### config.mk
export PLATFORM = sky130hd
export DESIGN_NAME = axi_wr_slave_flat
export DESIGN_NICKNAME = d
export VERILOG_FILES = /design/src/rtl/axi_wr_slave_if.sv /design/src/rtl/axi_wr_slave.sv /design/src/flat_wrapper.sv
export SDC_FILE = /design/constraint.sdc
export NUM_CORES = 1
export LEC_CHECK = 0
export CORE_ASPECT_RATIO = 2
export CORE_MARGIN = 3
export CORE_UTILIZATION = 48
export CTS_BUF_LIST = sky130_fd_sc_hd__clkbuf_16
export DETAILED_ROUTE_END_ITERATION = 10
export PLACE_DENSITY = 0.86
export SETUP_SLACK_MARGIN = 0.1
export SYNTH_ARGS = -nofsm -noshare
export SYNTH_HDL_FRONTEND = slang
export SYNTH_SLANG_ARGS = --single-unit
### constraint.sdc
create_clock -name clk -period 2.9 [get_ports clk]
set_input_delay 0.29 -clock clk [delete_from_list [all_inputs] [get_ports clk]]
set_output_delay 0.29 -clock clk [all_outputs]
set_load 0.005 [all_outputs]
### src/rtl/axi_wr_slave_if.sv
`default_nettype none
// ============================================================================
// Module   : axi_wr_slave_if
// Purpose  : AXI3 write-side bundle (AW, W and B channels) shared between
//            a write master and the axi_wr_slave responder.
// Revision : 1.0 - initial release
// ============================================================================
interface axi_wr_slave_if;
  // Write address channel
  logic [3:0]  awid;
  logic [31:0] awaddr;
  logic [7:0]  awlen;
  logic [2:0]  awsize;
  logic [1:0]  awburst;
  logic        awvalid;
  logic        awready;
  // Write data channel
  logic [3:0]  wid;
  logic [31:0] wdata;
  logic [3:0]  wstrb;
  logic        wlast;
  logic        wvalid;
  logic        wready;
  // Write response channel
  logic [3:0]  bid;
  logic [1:0]  bresp;
  logic        bvalid;
  logic        bready;

  modport master (
    output awid, awaddr, awlen, awsize, awburst, awvalid,
    output wid, wdata, wstrb, wlast, wvalid,
    output bready,
    input  awready, wready, bid, bresp, bvalid
  );

  modport slave (
    input  awid, awaddr, awlen, awsize, awburst, awvalid,
    input  wid, wdata, wstrb, wlast, wvalid,
    input  bready,
    output awready, wready, bid, bresp, bvalid
  );
endinterface
`default_nettype wire

### src/rtl/axi_wr_slave.sv
`default_nettype none
// ============================================================================
// Module   : axi_wr_slave
// Purpose  : AXI3 write slave. Accepts one burst at a time, turns each W beat
//            into a one-cycle SRAM-style write, then answers on the B channel
//            after an optional fixed latency.
// Revision : 1.0 - initial release
// ============================================================================
module axi_wr_slave #(
  parameter int unsigned B_LATENCY = 0
) (
  input  wire          clk,
  input  wire          resetn,
  axi_wr_slave_if.slave bus,
  output logic [3:0]   ram_wen,
  output logic [31:0]  ram_addr,
  output logic [31:0]  ram_wdata
);

  localparam logic [1:0] BURST_FIXED = 2'b00;
  localparam logic [1:0] BURST_INCR  = 2'b01;
  localparam logic [1:0] RESP_OKAY   = 2'b00;
  localparam logic [1:0] RESP_SLVERR = 2'b10;
  localparam bit         HAS_WAIT    = (B_LATENCY != 0);
  // WAIT holds for B_LATENCY cycles, so the counter starts one below it.
  localparam logic [3:0] WAIT_INIT   = HAS_WAIT ? 4'(B_LATENCY - 1) : 4'd0;

  typedef enum logic [1:0] {
    IDLE = 2'd0,
    DATA = 2'd1,
    WAIT = 2'd2,
    RESP = 2'd3
  } state_t;

  state_t      state;
  state_t      state_next;

  logic [3:0]  burst_id;
  logic [31:0] cur_addr;
  logic [7:0]  burst_len;
  logic [2:0]  burst_size;
  logic [1:0]  burst_type;
  logic [7:0]  beat_cnt;
  logic        err;
  logic [3:0]  wait_cnt;

  logic        awready;
  logic        wready;
  logic        bvalid;
  logic        aw_hs;
  logic        w_hs;
  logic        b_hs;
  logic        last_beat;
  logic        aw_err;
  logic        beat_err;

  assign aw_hs     = bus.awvalid && awready;
  assign w_hs      = bus.wvalid && wready;
  assign b_hs      = bus.bready && bvalid;
  // The counter alone decides where a burst ends; wlast is only checked.
  assign last_beat = w_hs && (beat_cnt == burst_len);
  assign aw_err    = bus.awburst[1] || (bus.awsize > 3'd2) || (bus.awlen > 8'd15);
  assign beat_err  = (bus.wid != burst_id) || (bus.wlast != (beat_cnt == burst_len));

  assign bus.awready = awready;
  assign bus.wready  = wready;
  assign bus.bvalid  = bvalid;
  assign bus.bid     = burst_id;
  assign bus.bresp   = err ? RESP_SLVERR : RESP_OKAY;

  // State register.
  always_ff @(posedge clk) begin
    if (!resetn) begin
      state <= IDLE;
    end else begin
      state <= state_next;
    end
  end

  // Next-state decode; ready/valid come straight from the registered state.
  always_comb begin
    state_next = state;
    awready    = 1'b0;
    wready     = 1'b0;
    bvalid     = 1'b0;
    unique case (state)
      IDLE: begin
        awready = 1'b1;
        if (aw_hs) state_next = DATA;
      end
      DATA: begin
        wready = 1'b1;
        if (last_beat) state_next = HAS_WAIT ? WAIT : RESP;
      end
      WAIT: begin
        if (wait_cnt == 4'd0) state_next = RESP;
      end
      RESP: begin
        bvalid = 1'b1;
        if (b_hs) state_next = IDLE;
      end
      default: state_next = IDLE;
    endcase
  end

  // Burst context, beat tracking, response latency and the RAM write port.
  always_ff @(posedge clk) begin
    if (!resetn) begin
      burst_id   <= 4'd0;
      cur_addr   <= 32'd0;
      burst_len  <= 8'd0;
      burst_size <= 3'd0;
      burst_type <= 2'd0;
      beat_cnt   <= 8'd0;
      err        <= 1'b0;
      wait_cnt   <= 4'd0;
      ram_wen    <= 4'd0;
      ram_addr   <= 32'd0;
      ram_wdata  <= 32'd0;
    end else begin
      ram_wen <= 4'd0;

      if (aw_hs) begin
        burst_id   <= bus.awid;
        cur_addr   <= bus.awaddr;
        burst_len  <= bus.awlen;
        burst_size <= bus.awsize;
        burst_type <= bus.awburst;
        beat_cnt   <= 8'd0;
        err        <= aw_err;
      end

      if (w_hs) begin
        // The write uses the error state as it stood before this beat.
        ram_wen   <= err ? 4'd0 : bus.wstrb;
        ram_addr  <= {cur_addr[31:2], 2'b00};
        ram_wdata <= bus.wdata;
        if (burst_type == BURST_INCR) begin
          cur_addr <= cur_addr + (32'd1 << burst_size);
        end else if (burst_type == BURST_FIXED) begin
          cur_addr <= cur_addr;
        end
        beat_cnt <= beat_cnt + 8'd1;
        if (beat_err) err <= 1'b1;
      end

      if (last_beat) begin
        wait_cnt <= WAIT_INIT;
      end else if ((state == WAIT) && (wait_cnt != 4'd0)) begin
        wait_cnt <= wait_cnt - 4'd1;
      end
    end
  end

endmodule
`default_nettype wire

### src/flat_wrapper.sv
// flat-port wrapper written by rule: the top's interface ports become plain ports
module axi_wr_slave_flat 
#(
  parameter int unsigned B_LATENCY = 0
)
  (clk, resetn, ram_wen, ram_addr, ram_wdata, bus_awid, bus_awaddr, bus_awlen, bus_awsize, bus_awburst, bus_awvalid, bus_wid, bus_wdata, bus_wstrb, bus_wlast, bus_wvalid, bus_bready, bus_awready, bus_wready, bus_bid, bus_bresp, bus_bvalid);
  axi_wr_slave_if bus_i ();
  input  wire clk;
  input  wire resetn;
  output logic [3:0] ram_wen;
  output logic [31:0] ram_addr;
  output logic [31:0] ram_wdata;
  input wire logic [$bits(bus_i.awid)-1:0] bus_awid;
  input wire logic [$bits(bus_i.awaddr)-1:0] bus_awaddr;
  input wire logic [$bits(bus_i.awlen)-1:0] bus_awlen;
  input wire logic [$bits(bus_i.awsize)-1:0] bus_awsize;
  input wire logic [$bits(bus_i.awburst)-1:0] bus_awburst;
  input wire logic [$bits(bus_i.awvalid)-1:0] bus_awvalid;
  input wire logic [$bits(bus_i.wid)-1:0] bus_wid;
  input wire logic [$bits(bus_i.wdata)-1:0] bus_wdata;
  input wire logic [$bits(bus_i.wstrb)-1:0] bus_wstrb;
  input wire logic [$bits(bus_i.wlast)-1:0] bus_wlast;
  input wire logic [$bits(bus_i.wvalid)-1:0] bus_wvalid;
  input wire logic [$bits(bus_i.bready)-1:0] bus_bready;
  output wire logic [$bits(bus_i.awready)-1:0] bus_awready;
  output wire logic [$bits(bus_i.wready)-1:0] bus_wready;
  output wire logic [$bits(bus_i.bid)-1:0] bus_bid;
  output wire logic [$bits(bus_i.bresp)-1:0] bus_bresp;
  output wire logic [$bits(bus_i.bvalid)-1:0] bus_bvalid;
  assign bus_i.awid = bus_awid;
  assign bus_i.awaddr = bus_awaddr;
  assign bus_i.awlen = bus_awlen;
  assign bus_i.awsize = bus_awsize;
  assign bus_i.awburst = bus_awburst;
  assign bus_i.awvalid = bus_awvalid;
  assign bus_i.wid = bus_wid;
  assign bus_i.wdata = bus_wdata;
  assign bus_i.wstrb = bus_wstrb;
  assign bus_i.wlast = bus_wlast;
  assign bus_i.wvalid = bus_wvalid;
  assign bus_i.bready = bus_bready;
  assign bus_awready = bus_i.awready;
  assign bus_wready = bus_i.wready;
  assign bus_bid = bus_i.bid;
  assign bus_bresp = bus_i.bresp;
  assign bus_bvalid = bus_i.bvalid;
  axi_wr_slave #(.B_LATENCY(B_LATENCY)) u_core (.clk(clk), .resetn(resetn), .bus(bus_i), .ram_wen(ram_wen), .ram_addr(ram_addr), .ram_wdata(ram_wdata));
endmodule
==> flow_summary_export.csv <==
group,metric,value,unit
outcome,outcome,"finished, final reports clean",
finish,nFillCells,980,
clock_network,htree_levels,4,
setup_path,reg2reg_to,"u_core.cur_addr[19]",
setup_path,criticalPathCategory,"reg2reg",
floorplanning,die_h,165,um
detailed_routing,ant_nets,0,
power,power_frac_clock,35.9,%
setup_path,crit_arrival,2.95,ns
timing,holdWs,0.415,ns
logic_synthesis,yosysSeqAreaShare,42.8,%
timing,worst_pin_slew,0.746,ns
grt,track_usage,26.3,%
grt,overflow,0,
grt,grt_pass1_wl,29.8,mm
timing,fin_crit_sh,90.2,%
detailed_routing,vias,6270,
finish,drive_above_1_share,6.63,%
floorplanning,die_x,85.6,um
logic_synthesis,synth_cell_types,59,
setup_path,critPathRequiredTime,3.24,ns
grt,grt_max_degree,66,
hold_path,hp-class,"in2reg",
detailed_routing,routed_wl,18.8,mm
setup_path,crit_end,"u_core.cur_addr[19]",
flow_run,maxCapViolations,0,
finish,syn_to_final_growth,39.7,%
placed_design,io_buffers,168,
finish,antenna_cells,0,
power,irDropWorstVdd,504,uV
placed_design,place_congestion,0.946,
logic_synthesis,syn_area,6090,um^2
setup_path,reg2reg_slack,0.28,ns
logic_synthesis,synthFlopType,"dfxtp_1",
logic_synthesis,netlist_instances,774,
timing,final.min_clock_period,2.62,ns
floorplanning,start_util,49.6,%
clock_network,clockBufferDepth,2,
grt,grt_pass1_vias,6129,
logic_synthesis,syn_area_per_cell,7.86,um^2
clock_network,clock_latency,0.42,ns
power,switchingPower,0.00211,W
setup_path,critPathCaptureType,"flip-flop",
clock_network,root_buffer,"clkbuf_16",
clock_network,cts_tree,"done",
detailed_routing,dr.first_iter.drc_count,478,
timing,rsz0062_at_grt,"yes",
setup_path,worst_r2r_path_depth,7,
clock_network,clock_sinks,130,
power,p_comb_share,27.0,%
power,sw_frac_of_total,32.3,%
logic_synthesis,synthArstFlopShare,0,%
floorplanning,row_count,57,
floorplanning,core-area,12300,um^2
detailed_routing,avgRoutedWirePerCell,17.4,um
placed_design,dpl.hpwl,12.9,mm
clock_network,clkTransAtPathRegs,0.06,ns
power,leakagePower,3.11,nW
power,p_int,0.00442,W
logic_synthesis,synth-edff-count,0,
setup_path,cp_max_fo,14,
logic_synthesis,ys_seq_elements,130,
timing,finalSetupViolations,0,
setup_path,crit_start,"u_core.burst_size[0]",
floorplanning,die-area,14100,um^2
floorplanning,ios,172,
timing,tns,0,ns
logic_synthesis,ys_warn_count,0,
timing,fmax,382,MHz
power,pwr-share-seq,37.1,%
detailed_routing,via_per_inst,5.79,
detailed_routing,firstDrtPassIters,6,
timing,skew,0.00818,ns
timing,hold_viol,0,
power,powerDensity,767,nW/um^2
finish,nNetsFinal,1034,
detailed_routing,route.detailed.drc,0,
clock_network,postCtsSetupBuffers,0,
clock_network,cts_made_buffers,17,
timing,slew_viol_final,0,
grt,antenna_found_initial,0,
setup_path,reg2reg_from,"u_core.burst_size[0]",
hold_path,hold_depth,3,
setup_path,start_kind,"flip-flop",
timing,relSlewSlack,49.8,%
==> worst min-delay path by stage <==
stage	from	slack (ns)	to
floorplan	bus_wstrb[0]	0.41	u_core.ram_wen[0]
global placement	u_core.ram_wdata[22]	0.44	u_core.ram_wdata[22]
detailed placement	u_core.ram_wdata[22]	0.45	u_core.ram_wdata[22]
CTS	bus_awid[2]	0.41	u_core.bus.bid[2]
global route	bus_wdata[3]	0.42	u_core.ram_wdata[3]
finish	bus_wdata[14]	0.42	u_core.ram_wdata[14]
==> cells in the mapped netlist, drive strengths merged, types with 5 or more instances <==
cell    instances  area share (%)
nand2         204              13
dfxtp         130              43
a21oi         111             9.1
clkbuf         38             2.4
nor2           29             1.8
nand3          20             1.9
xnor2          18             2.6
buf            16             1.3
ha             15             3.1
nor3           15             1.2
inv            14            0.86
o21ai          14             1.2
a31oi          12             1.2
and3           11             1.1
nand4          10             1.1
and2            9            0.93
o221ai          9             1.3
o211ai          8             1.1
nor3b           7            0.86
nor4            7            0.97
or4             6            0.74
a211oi          5            0.62
and4            5            0.72
mux2i           5            0.82
o311ai          5            0.72
==> cell usage in the layout (no fill, tap or decap), types with 14 or more instances in the layout <==
cell	count
a21oi_1	111
buf_4	14
clkbuf_16	17
clkdlybuf4s50_1	168
dfxtp_1	130
ha_1	15
inv_1	14
nand2_1	203
nand3_1	19
nor2_1	28
nor3_1	14
o21ai_0	14
xnor2_1	18
==> metal layers <==
metal,wire (um),share of wire (%),GRT usage [%]
met1,6890,37,28.7
met2,10100,54,47.2
met3,997,5.3,4.92
met4,824,4.4,14.2
met5,0,0,0
==> power groups by stage <==
stage | Combinational [W] | Sequential [W] | Clock, W
4_1_cts | 0.00175 | 0.00241 | 0.00236
5_1_grt | 0.00193 | 0.00246 | 0.00243
6_report | 0.00176 | 0.00242 | 0.00234
3_5_place_dp | 0.00172 | 0.00244 | 0
2_1_floorplan | 0.00106 | 0.00234 | 0
3_3_place_gp | 0.00169 | 0.00243 | 0
==> timing repair <==
action | in CTS | in global routing
gates cloned | 0 | 0
pin swaps | 0 | 0
resized for setup | 1 | 3
endpoints found under the setup margin | 7 | 9
hold buffers | 0 | 0
==> final cells by class <==
class,instances,area [um^2],share of cell area (%)
multi-input cells,578,3240,38.1
flip-flops and latches,130,2600,30.6
repair buffers,182,1790,21.0
clock buffers,17,425,5.00
clock inverters,14,211,2.49
well taps,147,184,2.16
inverters,14,52.6,0.618
==> metrics by stage <==
stage / total power (W) / util (%) / instances / cell area [um^2] / worst slack [ns]
after global placement: 0.00411 / 64.0 / 1051 / 7850 / 0.280
after CTS: 0.00652 / 69.2 / 1082 / 8490 / 0.189
final: 0.00652 / 69.3 / 1082 / 8500 / 0.284
after detailed placement: 0.00416 / 64.0 / 1051 / 7850 / 0.195
after floorplan: 0.00340 / - / 776 / 6090 / 0.444
after global routing: 0.00682 / 69.3 / 1082 / 8500 / 0.0853
==> state kept, by name, summed over array words and instances, names as in the netlist <==
register           count
u_core.wait_cnt        4
u_core.err             1
u_core.burst_len       8
u_core.state           2
u_core.cur_addr       32
u_core.bus.bid         4
u_core.burst_size      3
u_core.ram_wdata      32
u_core.beat_cnt        8
u_core.ram_addr       30
u_core.burst_type      2
u_core.ram_wen         4
==> cell families after synthesis <==
kind of cell	Yosys count	synth area share (%)
compound gates	192	19.0
xor+xnor	22	3.17
fa+ha+maj	16	3.41
buf+inv	68	4.48
flops	130	42.8
mux	8	1.38
other cells	1	0.0616
simple gates	337	25.8
==> critical path, cell delays in order, from the launching register on <==
cell and delay, ns:
dfxtp_1 0.45, and3b_1 0.22, ha_1 0.38, nand3_1 0.14
o211ai_1 0.46, nor2_4 0.17, or4_1 0.55, a31oi_1 0.15
Power figures use the tool's default switching activity.
